**src/rtl/axi_timer.sv**
```systemverilog
// AXI4-Lite memory-mapped 32-bit timer with prescaler, auto-reload,
// up/down counting and a 32-bit reload-event counter.
module axi_timer (
    input  logic        s_axi_aclk,
    input  logic        s_axi_aresetn,
    input  logic [31:0] s_axi_awaddr,
    input  logic        s_axi_awvalid,
    output logic        s_axi_awready,
    input  logic [31:0] s_axi_wdata,
    input  logic [3:0]  s_axi_wstrb,
    input  logic        s_axi_wvalid,
    output logic        s_axi_wready,
    output logic [1:0]  s_axi_bresp,
    output logic        s_axi_bvalid,
    input  logic        s_axi_bready,
    input  logic [31:0] s_axi_araddr,
    input  logic        s_axi_arvalid,
    output logic        s_axi_arready,
    output logic [31:0] s_axi_rdata,
    output logic [1:0]  s_axi_rresp,
    output logic        s_axi_rvalid,
    input  logic        s_axi_rready
);

    typedef enum logic [2:0] {
        REG_PRE = 3'd0,
        REG_ARE = 3'd1,
        REG_CLR = 3'd2,
        REG_ENA = 3'd3,
        REG_MOD = 3'd4,
        REG_CNT = 3'd5,
        REG_EVN = 3'd6,
        REG_EVC = 3'd7
    } reg_idx_e;

    logic [31:0] pre;
    logic [31:0] are;
    logic [31:0] cnt;
    logic [31:0] evn;
    logic [31:0] psc;
    logic        ena;
    logic        mode;

    reg_idx_e    widx;
    reg_idx_e    ridx;
    logic        wr_en;
    logic        rd_en;
    logic        clr_wr;
    logic        ena_wr;
    logic        mod_wr;
    logic        evc_wr;
    logic        tick;
    logic        wrap;
    logic        load;
    logic [31:0] rd_mux;
    logic        unused_addr;

    assign unused_addr = ^{s_axi_awaddr[31:5], s_axi_awaddr[1:0],
                           s_axi_araddr[31:5], s_axi_araddr[1:0]};

    assign widx  = reg_idx_e'(s_axi_awaddr[4:2]);
    assign ridx  = reg_idx_e'(s_axi_araddr[4:2]);
    assign wr_en = s_axi_awready & s_axi_awvalid & s_axi_wvalid;
    assign rd_en = s_axi_arready & s_axi_arvalid;

    assign clr_wr = wr_en && (widx == REG_CLR) && s_axi_wstrb[0] && s_axi_wdata[0];
    assign ena_wr = wr_en && (widx == REG_ENA) && s_axi_wstrb[0];
    assign mod_wr = wr_en && (widx == REG_MOD) && s_axi_wstrb[0];
    assign evc_wr = wr_en && (widx == REG_EVC) && s_axi_wstrb[0] && s_axi_wdata[0];

    assign tick = ena && (psc == pre);
    assign wrap = mode ? (cnt >= are) : (cnt == 32'd0);
    // Enabling a stopped down-counter sitting at zero starts it from the reload value.
    assign load = ena_wr && s_axi_wdata[0] && !ena && !mode && (cnt == 32'd0);

    assign s_axi_bresp = 2'b00;
    assign s_axi_rresp = 2'b00;

    // Write channel: ready pulses one cycle after both valids are seen.
    always_ff @(posedge s_axi_aclk or negedge s_axi_aresetn) begin
        if (!s_axi_aresetn) begin
            s_axi_awready <= 1'b0;
            s_axi_wready  <= 1'b0;
            s_axi_bvalid  <= 1'b0;
        end else begin
            // NOTE: sequential state uses non-blocking assignment so every
            // register samples pre-edge values regardless of block order.
            s_axi_awready <= s_axi_awvalid && s_axi_wvalid && !s_axi_bvalid && !s_axi_awready;
            s_axi_wready  <= s_axi_awvalid && s_axi_wvalid && !s_axi_bvalid && !s_axi_awready;
            if (wr_en)
                s_axi_bvalid <= 1'b1;
            else if (s_axi_bready)
                s_axi_bvalid <= 1'b0;
        end
    end

    always_comb begin
        // NOTE: default first so every path assigns rd_mux and no latch forms.
        rd_mux = 32'd0;
        unique case (ridx)
            REG_PRE: rd_mux = pre;
            REG_ARE: rd_mux = are;
            REG_ENA: rd_mux = {31'd0, ena};
            REG_MOD: rd_mux = {31'd0, mode};
            REG_CNT: rd_mux = cnt;
            REG_EVN: rd_mux = evn;
            default: rd_mux = 32'd0;
        endcase
    end

    always_ff @(posedge s_axi_aclk or negedge s_axi_aresetn) begin
        if (!s_axi_aresetn) begin
            s_axi_arready <= 1'b0;
            s_axi_rvalid  <= 1'b0;
            s_axi_rdata   <= 32'd0;
        end else begin
            s_axi_arready <= s_axi_arvalid && !s_axi_rvalid && !s_axi_arready;
            if (rd_en) begin
                s_axi_rvalid <= 1'b1;
                s_axi_rdata  <= rd_mux;
            end else if (s_axi_rready) begin
                s_axi_rvalid <= 1'b0;
            end
        end
    end

    always_ff @(posedge s_axi_aclk or negedge s_axi_aresetn) begin
        if (!s_axi_aresetn) begin
            pre  <= 32'd0;
            are  <= 32'd0;
            ena  <= 1'b0;
            mode <= 1'b0;
        end else if (wr_en) begin
            for (int b = 0; b < 4; b++) begin
                if (s_axi_wstrb[b] && widx == REG_PRE)
                    pre[8*b +: 8] <= s_axi_wdata[8*b +: 8];
                if (s_axi_wstrb[b] && widx == REG_ARE)
                    are[8*b +: 8] <= s_axi_wdata[8*b +: 8];
            end
            if (ena_wr)
                ena <= s_axi_wdata[0];
            if (mod_wr)
                mode <= s_axi_wdata[0];
        end
    end

    // Clear outranks any tick; an event-counter clear outranks its increment.
    always_ff @(posedge s_axi_aclk or negedge s_axi_aresetn) begin
        if (!s_axi_aresetn) begin
            psc <= 32'd0;
            cnt <= 32'd0;
            evn <= 32'd0;
        end else begin
            if (clr_wr || ena_wr || mod_wr)
                psc <= 32'd0;
            else if (tick)
                psc <= 32'd0;
            else if (ena)
                psc <= psc + 32'd1;

            if (clr_wr)
                cnt <= 32'd0;
            else if (load)
                cnt <= are;
            else if (tick) begin
                if (wrap)
                    cnt <= mode ? 32'd0 : are;
                else
                    cnt <= mode ? cnt + 32'd1 : cnt - 32'd1;
            end

            if (evc_wr)
                evn <= 32'd0;
            else if (tick && wrap && !clr_wr)
                evn <= evn + 32'd1;
        end
    end

endmodule

```
**config.mk**
```make
export PLATFORM = sky130hd
export DESIGN_NAME = axi_timer
export DESIGN_NICKNAME = d
export VERILOG_FILES = /design/src/rtl/axi_timer.sv
export SDC_FILE = /design/constraint.sdc
export NUM_CORES = 1
export LEC_CHECK = 0
export ABC_AREA = 1
export BUFFER_PORTS_ARGS = -buffer_cell sky130_fd_sc_hd__buf_2
export CAP_MARGIN = 20
export CORE_MARGIN = 3
export CORE_UTILIZATION = 30
export DETAILED_ROUTE_END_ITERATION = 10
export SLEW_MARGIN = 20
export SYNTH_ARGS = -nofsm -noshare
export SYNTH_HDL_FRONTEND = slang
export SYNTH_SLANG_ARGS = --single-unit
```
**constraint.sdc**
```tcl
create_clock -name s_axi_aclk -period 3.7 [get_ports s_axi_aclk]
set_clock_uncertainty 0.15 [all_clocks]
set_input_delay 0.74 -clock s_axi_aclk [delete_from_list [all_inputs] [get_ports s_axi_aclk]]
set_output_delay 0.74 -clock s_axi_aclk [all_outputs]
set_load 0.02 [all_outputs]
```
# ---- After elaboration in Yosys (flattened, before gate mapping)
# Index checks and enable logic that the tools add are counted.
dict set report word_totals {
  ff_bits 198
  input_bits 107
  output_inout_bits 41
  word_cells 111
}
dict set report classes {
  addsub 4
  magnitude_cmp 1
  n_eq_ne 11
  muxes 17
  bitwise_logic 3
  reduce_logical 57
}
# op count
set ops {}
lappend ops {{32-bit 2-to-1 mux} 11}
lappend ops {{32-bit one-hot mux with 6 select lines} 1}
lappend ops {{32-bit by 1-bit adder with 32-bit output, second input constant} 3}
lappend ops {{32-bit == test} 1}
lappend ops {{32-bit >= comparator} 1}
lappend ops {{32-bit zero test} 1}
lappend ops {{32-bit by 1-bit subtractor with 32-bit output, second input constant} 1}
lappend ops {{1-bit logical AND} 30}
lappend ops {{2-bit AND reduction} 10}
lappend ops {{3-bit == test, second input constant} 5}
lappend ops {{3-bit by 2-bit == test with 1-bit output, second input constant} 3}
lappend ops {{1-bit zero test} 7}
lappend ops {{3-bit by 1-bit == test with 1-bit output, second input constant} 2}
lappend ops {{3-bit zero test} 2}
lappend ops {{2-bit nonzero test} 3}
lappend ops {{3-bit nonzero test} 2}
lappend ops {{1-bit 2-to-1 mux} 5}
lappend ops {{1-bit AND} 3}
lappend ops {{1-bit logical OR} 2}

# ---- Depth between registers and ports, before layout
dict set report logic_depth {
  word_depth 10
  mapped_depth 18
  ltp_nobuf 17
}

# ---- Worst setup path after synthesis
# OpenSTA, ideal clock, no wires.
dict set report synth_path {
  path_type {register to register}
  startpoint {reg mode}
  endpoint {reg cnt[31]}
  setup_time_ns 0.118
  arrival_ns 2.136
  path_slack_ns 1.296
  path_stages_with_launch 15
  path_cell_list {dfrtp_1 inv_4 clkbuf_8 ha_1 or2_2 nand3_1 nand2_1 nand2_1 nand2_1 nand2_1 nand3b_1 nand2_1 nand2_1 nand4_1 nand2_1}
}
dict set report synth_between {
  elab_chain_len 5
}
# element line_no
set synth_lines {}
lappend synth_lines {{from (decl)} 42} ;# logic mode;
lappend synth_lines {{from (signal assigned)} 143} ;# mode <= s_axi_wdata[0];
lappend synth_lines {{32-bit 2-to-1 mux, or another cell as far along} 169} ;# cnt <= mode ? cnt + 32'd1 : cnt - 32'd1;
lappend synth_lines {{32-bit 2-to-1 mux / 1-bit logical AND (equally long branches)} {166, 74}}
lappend synth_lines {{32-bit 2-to-1 mux / 1-bit logical AND (equally long branches)} {165, 74}}
lappend synth_lines {{32-bit 2-to-1 mux} 163} ;# else if (load)
lappend synth_lines {{32-bit 2-to-1 mux} 161} ;# if (clr_wr)
lappend synth_lines {{to (signal assigned)} 164} ;# cnt <= are;
lappend synth_lines {{to (signal assigned)} 167} ;# cnt <= mode ? 32'd0 : are;
lappend synth_lines {{to (signal assigned)} 169}
lappend synth_lines {{to (decl)} 38} ;# logic [31:0] cnt;
# Several ways; a longest one is shown, not always the timed one. The select of a mux whose other input is x is not followed.
# A chain may end at the register's enable or synchronous reset.

# ---- Final worst setup path
dict set report layout_path {
  startpoint {reg cnt[5]}
  endpoint {reg evn[6]}
}
dict set report layout_between {
  elab_chain_len 5
}
# element line_no
set layout_lines {}
lappend layout_lines {{32-bit >= comparator / 32-bit zero test (equally long branches)} 72} ;# assign wrap = mode ? (cnt >= are) : (cnt == 32'd0);
lappend layout_lines {{1-bit 2-to-1 mux (*)} 72}
lappend layout_lines {{1-bit logical AND (*) (2 in a row)} 174} ;# else if (tick && wrap && !clr_wr)
lappend layout_lines {{2-bit nonzero test (no line) (*)} --}
lappend layout_lines {{to (signal assigned)} 175} ;# evn <= evn + 32'd1;
lappend layout_lines {{to (decl)} 39} ;# logic [31:0] evn;
# Mark *: on every way between the ends. The rest lies on a longest branch, timed or not.

==> flow_metrics.py <==
metrics = {
    "outcome": {
        "outcome": "complete, no violations",
    },
    "cells_and_area": {
        "area_delta_synth_final_pct": 10.3,
        "fin_cells": 2971,
        "layout-drive-gt1-share_pct": 7.72,
        "fillerInstances": 5361,
        "final_util_pct": 33.6,
        "final_cell_mix": "nand2_1 (869), inv_1 (298), dfrtp_1 (198), nor2_1 (163), nand3_1 (116)",
        "layout_commonest_cell": "nand2_1",
        "n_antenna_cell": 0,
        "fin_area_sq_um": 16500,
        "nNetsFinal": 2466,
    },
    "clock_network": {
        "post_cts_buffers": 0,
        "cts_inserted_buffers": 17,
        "htree_levels": 4,
        "cts_resized": 0,
        "cts-root-buf": "clkbuf_16",
        "cts_buffer_depth": 2,
        "clock_sinks": 198,
        "cts_tree": "built",
        "cts_hold_buf": 0,
        "clock_latency_ns": 0.48,
        "clkTransAtPathRegs_ns": 0.09,
    },
    "placement": {
        "dpl_cell_area_sq_um": 15900,
        "io_buffers": 85,
        "dp.cells": 2939,
        "dp_hpwl_microns": 40100,
        "gp_congestion": 1.02,
    },
    "timing": {
        "worst_slew_pin_slew_ns": 1.08,
        "timing.final.crit_period_ns": 3.20,
        "drv_slew": 0,
        "maxSlewHeadroom_pct": 28.2,
        "finalSetupViolations": 0,
        "rsz0062_at_grt": "false",
        "final.setup.tns_ns": 0,
        "max_freq_ghz": 0.313,
        "hold_violations": 0,
        "post-route-period-util_pct": 86.4,
    },
    "pwr": {
        "power_density_nw_per_um2": 373,
        "p_leak_nw": 8.58,
        "switchingPower_mw": 2.32,
        "power.total_mw": 6.15,
        "seq_power_share_pct": 40.1,
        "p_sw_share_pct": 37.8,
        "clkPwrFrac_pct": 32.4,
        "combPwrFrac_pct": 27.5,
        "p_int_mw": 3.82,
        "ir_drop_uv": 341,
    },
    "synthesis": {
        "ys_seq_area_share_pct": 33.2,
        "synth_edf_count": 0,
        "synth_seq_cells": 198,
        "synth_flop_cell": "dfrtp_1",
        "synth_cell_types": 49,
        "netlist_area_sq_um": 14900,
        "synth_cells": 2237,
        "yosysWarnings": 0,
        "async_flop_share_pct": 100,
        "avgSynthCellArea_sq_um": 6.68,
    },
    "global_routing": {
        "antenna_found_initial": 0,
        "gr-total-overflow": 0,
        "grt_max_degree": 82,
        "grt_busiest_layer": "met2",
        "grt_pass1_vias": 13597,
        "grt_use_met1_pct": 27.9,
        "grt_pass1_wl_microns": 80000,
        "track_usage_pct": 19.4,
        "grtUsageMet3_pct": 2.69,
        "met2_usage_pct": 29.4,
    },
    "die": {
        "rows": 81,
        "die_w_microns": 229,
        "core_area_sq_um": 49100,
        "io_pins": 148,
        "start_util_pct": 30.5,
        "dieHeight_microns": 229,
        "dieArea_sq_um": 52500,
    },
    "route": {
        "detail-route-antenna-nets": 0,
        "vias": 14667,
        "routedWlPerCell_microns": 17.2,
        "viasPerCell": 4.94,
        "dr.pass1.iters": 7,
        "wl_microns": 51100,
        "remaining_drc_errors": 0,
        "drt-initial-drc-count": 1335,
    },
    "setup_path": {
        "start_kind": "flip-flop",
        "cp-end-kind": "flip-flop",
        "path_class": "reg -> reg",
        "crit_required_ns": 3.95,
        "worstPathArrival_ns": 3.45,
        "critPathMaxFanout": 31,
    },
    "run": {
        "maxCapViolations": 0,
    },
    "min_path": {
        "hold_path_class": "in -> async",
    },
}
-- cells by family (layout without fill, tap and decap cells) --
kind of cell,count (synthesis),count (layout),share of synthesized area [%]
simple gates,1335,1335,38.1
buf+inv,380,447,11.5
flops,198,198,33.2
compound gates,175,175,6.91
xor+xnor,83,83,4.87
fa+ha+maj,65,65,5.49
other cells,1,4,0.0251
-- Yosys cell counts, drive strengths merged (41+ instances only) --
| cell type | n | area [sq um] |
|---|---|---|
| nor3 | 54 | 315 |
| nor2 | 169 | 662 |
| clkbuf | 43 | 273 |
| xnor2 | 42 | 368 |
| o21ai | 88 | 452 |
| nand3 | 122 | 636 |
| ha | 64 | 801 |
| inv | 306 | 1150 |
| nand2 | 873 | 3310 |
| dfrtp | 198 | 4950 |
| nand4 | 85 | 547 |
| a21oi | 42 | 214 |
| xor2 | 41 | 359 |
-- power by group through the flow --
| stage | Sequential (mW) | Clock (mW) | Combinational, mW |
|---|---|---|---|
| after floorplan | 2.46 | 0 | 1.17 |
| after global placement | 2.50 | 0 | 1.66 |
| after detailed placement | 2.50 | 0 | 1.68 |
| after CTS | 2.46 | 2.03 | 1.69 |
| after global routing | 2.48 | 2.12 | 1.93 |
| final | 2.46 | 1.99 | 1.69 |
-- layer usage --
layer  vias up  wire, microns
met5         -              0
met4         0           1970
met3        91           2860
met2       492          22100
met1      6866          24200
li1       7218              -
-- path summary, 6_finish.rpt --
path / from / to / slack (ns) / cells past startpoint
worst max-delay path: cnt[5] / evn[6] / 0.50 / 10
worst min-delay path: s_axi_aresetn / s_axi_rdata[25] / 0.12 / 1
worst max register to register: cnt[5] / evn[6] / 0.50 / 10
worst min register to register: s_axi_arready / s_axi_arready / 0.30 / 1
max in group asynchronous: s_axi_aresetn / evn[8] / 2.41 / 2
min in group s_axi_aclk: s_axi_bready / s_axi_bvalid / 0.29 / 2
-- final cells by class --
cell class                      count  area [sq um]  area share (%)
Inverter                          307          1150            7.01
Timing Repair Buffer              108           632            3.84
Tap cell                          664           831            5.04
Multi-Input combinational cell   1662          8300            50.4
Clock buffer                       17           425            2.58
Clock inverter                     15           179            1.09
Sequential cell                   198          4950            30.1
-- critical path, stage by stage, from the launching register on --
cell and delay, ns:
dfrtp_1 0.53, nor2_1 0.15, nand2_1 0.07, nor3_2 0.12
nand3_2 0.15, o21ai_4 0.80, nand2_4 0.33, nor2_4 0.20
buf_4 0.35, nand4_1 0.15, nand2_1 0.11
-- registers in the layout, summed over array words and instances, names as in the netlist --
name / flops
s_axi_rvalid: 1
s_axi_rdata: 32
ena: 1
evn: 32
s_axi_arready: 1
pre: 32
s_axi_wready: 1
are: 32
cnt: 32
psc: 32
mode: 1
s_axi_bvalid: 1
-- through the flow --
step,setup slack (ns),hold WS (ns)
after floorplan,1.30,0.294
after global placement,0.638,0.286
after detailed placement,0.567,0.291
after CTS,0.539,0.178
after global routing,0.328,0.178
final,0.504,0.123
Note: power is estimated with default switching activity, not from simulation.
